$ cat src/rtl/deglitch_gea1.sv
`default_nettype none
// ============================================================================
// Module  : deglitch_gea1
// Brief   : Synchronises an async input and accepts a new level only after it
//           is stable for FILT_CYCLES clocks; emits one-cycle rise/fall strobes.
// Revision: 1.0
// ============================================================================
module deglitch_gea1 #(
    parameter int   SYNC_STAGES = 2,
    parameter int   FILT_CYCLES = 4,
    parameter logic RESET_VAL   = 1'b0
) (
    input  logic clk,
    input  logic rst_n,
    input  logic a,
    input  logic en,
    output logic y,
    output logic rise,
    output logic fall,
    output logic filt_busy
);

    localparam int CNT_W = (FILT_CYCLES > 1) ? $clog2(FILT_CYCLES) : 1;
    localparam logic [CNT_W-1:0] C_CNT_LAST = CNT_W'(FILT_CYCLES - 1);
    localparam logic [CNT_W-1:0] C_CNT_ONE  = CNT_W'(1);

    logic [SYNC_STAGES-1:0] sync_q;
    logic [SYNC_STAGES-1:0] sync_d;
    logic [CNT_W-1:0]       cnt_q;
    logic [CNT_W-1:0]       cnt_d;
    logic                   y_q;
    logic                   y_d;
    logic                   rise_q;
    logic                   rise_d;
    logic                   fall_q;
    logic                   fall_d;
    logic                   w_s;

    // Only sync_q[0] ever samples the asynchronous input.
    assign sync_d = {sync_q[SYNC_STAGES-2:0], a};
    assign w_s    = sync_q[SYNC_STAGES-1];

    always_comb begin
        cnt_d  = cnt_q;
        y_d    = y_q;
        rise_d = 1'b0;
        fall_d = 1'b0;
        if (!en) begin
            cnt_d = '0;
        end else if (w_s == y_q) begin
            cnt_d = '0;
        end else if (cnt_q == C_CNT_LAST) begin
            y_d    = w_s;
            cnt_d  = '0;
            rise_d = w_s;
            fall_d = ~w_s;
        end else begin
            cnt_d = cnt_q + C_CNT_ONE;
        end
    end

    always_ff @(posedge clk or negedge rst_n) begin
        if (!rst_n) begin
            sync_q <= {SYNC_STAGES{RESET_VAL}};
            cnt_q  <= '0;
            y_q    <= RESET_VAL;
            rise_q <= 1'b0;
            fall_q <= 1'b0;
        end else begin
            sync_q <= sync_d;
            cnt_q  <= cnt_d;
            y_q    <= y_d;
            rise_q <= rise_d;
            fall_q <= fall_d;
        end
    end

    assign y         = y_q;
    assign rise      = rise_q;
    assign fall      = fall_q;
    assign filt_busy = (cnt_q != '0);

endmodule
`default_nettype wire

$ cat config.mk
export PLATFORM = sky130hd
export DESIGN_NAME = deglitch_gea1
export DESIGN_NICKNAME = d
export VERILOG_FILES = /design/src/rtl/deglitch_gea1.sv
export SDC_FILE = /design/constraint.sdc
export NUM_CORES = 1
export LEC_CHECK = 0
export BUFFER_PORTS_ARGS = -buffer_cell sky130_fd_sc_hd__clkbuf_2
export CAP_MARGIN = 0
export CORE_AREA = 4 4 41 43
export DETAILED_ROUTE_END_ITERATION = 8
export DIE_AREA = 0 0 45 47
export PLACE_DENSITY = 0.47
export SKIP_LAST_GASP = 1
export SLEW_MARGIN = 20
export SYNTH_ARGS = -nofsm -noshare
export SYNTH_HDL_FRONTEND = slang
export SYNTH_SLANG_ARGS = --single-unit
$ cat constraint.sdc
create_clock -name clk -period 1.6 [get_ports clk]
set_input_delay 0.24 -clock clk [delete_from_list [all_inputs] [get_ports clk]]
set_output_delay 0.24 -clock clk [all_outputs]
set_load 0.02 [all_outputs]
==> reports/results.md <==
| Quantity | This run | Unit |
|:---|:---|:---|
| Launch point of the worst hold path | a | - |
| Total number of placement rows | 13 | - |
| Min Tclk post-route | 1.310 | ns |
| Number of nets in the final layout | 39 | - |
| X dimension of the die | 45 | um |
| Highest-delay cell along the critical path | sky130_fd_sc_hd__dfrtp_1 | - |
| Instance count of the mapped netlist | 20 | - |
| Data arrival time of the critical path | 1.07 | ns |
| Number of fill cells | 137 | - |
| Critical path's largest stage delay | 0.38 | ns |
| Crit path to | filt_busy | - |
| Antenna violations before repair | 0 | - |
| Layout Area Growth over Synthesis | 33.03 | % |
| Root buffer cell | sky130_fd_sc_hd__clkbuf_4 | - |
| Hold violation count in the final report | 0 | - |
| Max Fanout on Critical Path | 3 | - |
| Slew @ Worst Pin | 0.2354 | ns |
| Yosys warns | 0 | - |
| Setup repair after global routing missed its margin | false | - |
| FF+latch area | 175.2 | um^2 |
| Die ar. | 2115 | um^2 |
| Clk sink count | 7 | - |
| Result of the run | finished, final reports clean | - |
| Slew margin rel. | 0.8419 | - |
| Flop-to-flop setup slack | 0.40 | ns |
| Setup tns final | 0 | ns |
| Cells along the critical path | inv_1, ha_1, inv_1, clkbuf_2 | - |
| Commonest cells after routing, fill and taps aside | sky130_fd_sc_hd__dfrtp_1, sky130_fd_sc_hd__clkbuf_2, sky130_fd_sc_hd__inv_1, sky130_fd_sc_hd__clkbuf_4 | - |
| Library cell appearing most often on the critical path | sky130_fd_sc_hd__inv_1 | - |
| Max rail drop VDD | 0.3218 | mV |
| Netlist cell types | 9 | - |
| Mean area per synthesized cell | 13.64 | um^2 |
| Static leakage power | 0.1852 | nW |
| Start of the worst register-to-register path | cnt_q[0]$_DFF_PN0_ | - |
| Share of the synthesized area in the top cell type | 0.6422 | - |
| Weighted congestion at the end of routability-driven global placement | 0.7372 | - |
| Crit. End Element | output port | - |
| Peak Freq | 0.7634 | GHz |
| Worst clock skew | 0.0003532 | ns |
| Detailed-route vias per instance | 3.723 | - |
| Pin count of the biggest net entering global routing | 8 | - |
| Number of setup violations in the final report | 0 | - |
| Number of buffers inserted by port buffering | 7 | - |
| First-pass GRT wire length | 752 | um |
| Antenna violation net count after detailed routing | 0 | - |
| Total number of vias | 175 | - |
| Register-to-Register Path Depth | 3 | - |
| Top area cells in the synthesized netlist | sky130_fd_sc_hd__dfrtp_1, sky130_fd_sc_hd__ha_1, sky130_fd_sc_hd__nor3b_1 | - |
| End-of-flow core utilization | 0.2788 | - |
| Drt pass-1 iters | 1 | - |
| Number of clock buffers inserted by TritonCTS | 3 | - |
| Number of max-slew violations in the final report | 0 | - |
| Ant. Diodes | 0 | - |
| Core region area | 1301 | um^2 |
| Pwr Density | 1197 | nW/um^2 |
| CTS H-tree lvls | 1 | - |
| Vias in the first global route | 190 | - |
| I/O pin cnt | 8 | - |
| Startpoint types | flop | - |
| Endpoint required time on the critical path | 1.36 | ns |
| Fraction of layout instances using a drive strength above 1 | 0.3750 | - |
| Worst path depth | 4 | - |
| Count of state elements after synthesis | 7 | - |
| Kind of cell with the highest combined delay on the critical path | flip-flops | - |
| CTS-repair resized insts | 0 | - |
| Count of unresolved DRC violations after routing | 0 | - |
| Iteration-0 DRC Markers | 0 | - |
| Wire length reported by the detailed router | 444 | um |
| Cell Area, Synth | 272.8 | um^2 |
| Hold-fix buffers, CTS | 1 | - |
| Endpoint of the lowest-slack register-to-register path | y$_DFFE_PN0P_ | - |
| Clk slew on worst S/H paths | 0.05 | ns |
| Starting Density | 0.2096 | - |
| Library cell with the largest summed area after synthesis | sky130_fd_sc_hd__dfrtp_1 | - |
| Overall routing resource usage | 0.05653 | - |
| Synthesized net count | 26 | - |
| Count of maximum capacitance violations | 0 | - |
| Routed wire length per instance | 9.447 | um |
| CP bufs+invs | 3 | - |
| Area used by multi-input combinational logic | 86.33 | um^2 |
| Total gr overflow | 0 | - |
| Final cycle utilization of the critical path | 0.8187 | - |
| CP startpoint | cnt_q[0]$_DFF_PN0_ | - |
| Source-to-sink clock delay at the later pin of the worst-skew pair | 0.25 | ns |
| Post-synthesis sequential area ratio | 0.6422 | - |
| Die outline height | 47 | um |
| Number of buffers between clock root and the deepest sink | 2 | - |
| Class of the tightest hold or removal check | input pin to flop | - |
| Clock tree from TritonCTS | yes | - |
| Buffer count from post-CTS setup fixing | 0 | - |
| Critical path start-end classification | flop to output port | - |
## flip-flops by register name, summed over array words and instances (netlist names)
name    cells
y           1
rise        1
fall        1
sync_q      2
cnt_q       2
## power by group
group / internal, W / total, W / switching, W
combinational: 0.0000324 / 0.0000721 / 0.0000397
sequential: 0.000193 / 0.000206 / 0.0000139
clock: 0.0000949 / 0.000156 / 0.0000610
total: 0.000320 / 0.000434 / 0.000115
## synth_stat cells
library cell and count:
sky130_fd_sc_hd__nor2_1 1, sky130_fd_sc_hd__inv_1 3, sky130_fd_sc_hd__dfrtp_1 7, sky130_fd_sc_hd__ha_1 2, sky130_fd_sc_hd__nor4b_2 1, sky130_fd_sc_hd__nor3b_1 2
sky130_fd_sc_hd__xnor2_1 1, sky130_fd_sc_hd__mux2_2 1, sky130_fd_sc_hd__nand2_1 2
## layout make-up
class | count | area share
multi-input cells | 10 | 0.2379
clock buffers | 4 | 0.07241
inverters | 3 | 0.03103
well taps | 15 | 0.05172
flip-flops and latches | 7 | 0.4828
repair buffers | 8 | 0.1241
## worst reg2reg max path, delay by kind of cell (launching register included)
family	cells	cell delay, ns
flip-flops	1	0.40
multiplexers	1	0.34
adder cells (fa/ha/maj)	1	0.23
AND/OR/NAND/NOR	1	0.12
## worst min-delay path by stage
stage | endpoint | slack (ns) | depth (start not counted)
floorplan | cnt_q[0]$_DFF_PN0_ | -0.06 | 0
global placement | sync_q[0]$_DFF_PN0_ | 0.08 | 1
detailed placement | sync_q[0]$_DFF_PN0_ | 0.09 | 1
CTS | sync_q[0]$_DFF_PN0_ | 0.09 | 1
global route | sync_q[0]$_DFF_PN0_ | 0.09 | 1
finish | sync_q[0]$_DFF_PN0_ | 0.1 | 1
## metrics by stage
step / setup WS, ns / instances / cell area, um^2 / power, W / hold slack, ns
floorplan: 0.4519 / 20 / 272.8 / 0.0002549 / -0.05559
global placement: 0.4135 / 42 / 326.6 / 0.0002784 / 0.08039
detailed placement: 0.4053 / 42 / 326.6 / 0.0002824 / 0.08792
CTS: 0.2661 / 47 / 362.8 / 0.0004459 / 0.08709
global route: 0.2197 / 47 / 362.8 / 0.0004666 / 0.08967
finish: 0.2901 / 47 / 362.8 / 0.0004343 / 0.09658
## kinds of logic (layout without fill, tap and decap cells)
family | count (synthesis) | after routing | synth area share
mux | 1 | 1 | 0.04128
simple gates | 6 | 6 | 0.1513
xor+xnor | 1 | 1 | 0.03212
fa+ha+maj | 2 | 2 | 0.09173
buf+inv | 3 | 15 | 0.04128
flops | 7 | 7 | 0.6422
## routing by layer
layer | wire length (um) | GRT usage | share of wire
met1 | 181 | 0.05814 | 0.41
met2 | 204 | 0.07627 | 0.46
met3 | 40 | 0.02682 | 0.090
met4 | 17 | 0.07018 | 0.038
met5 | 0 | 0 | 0
Note: power is estimated with default switching activity, not from simulation.
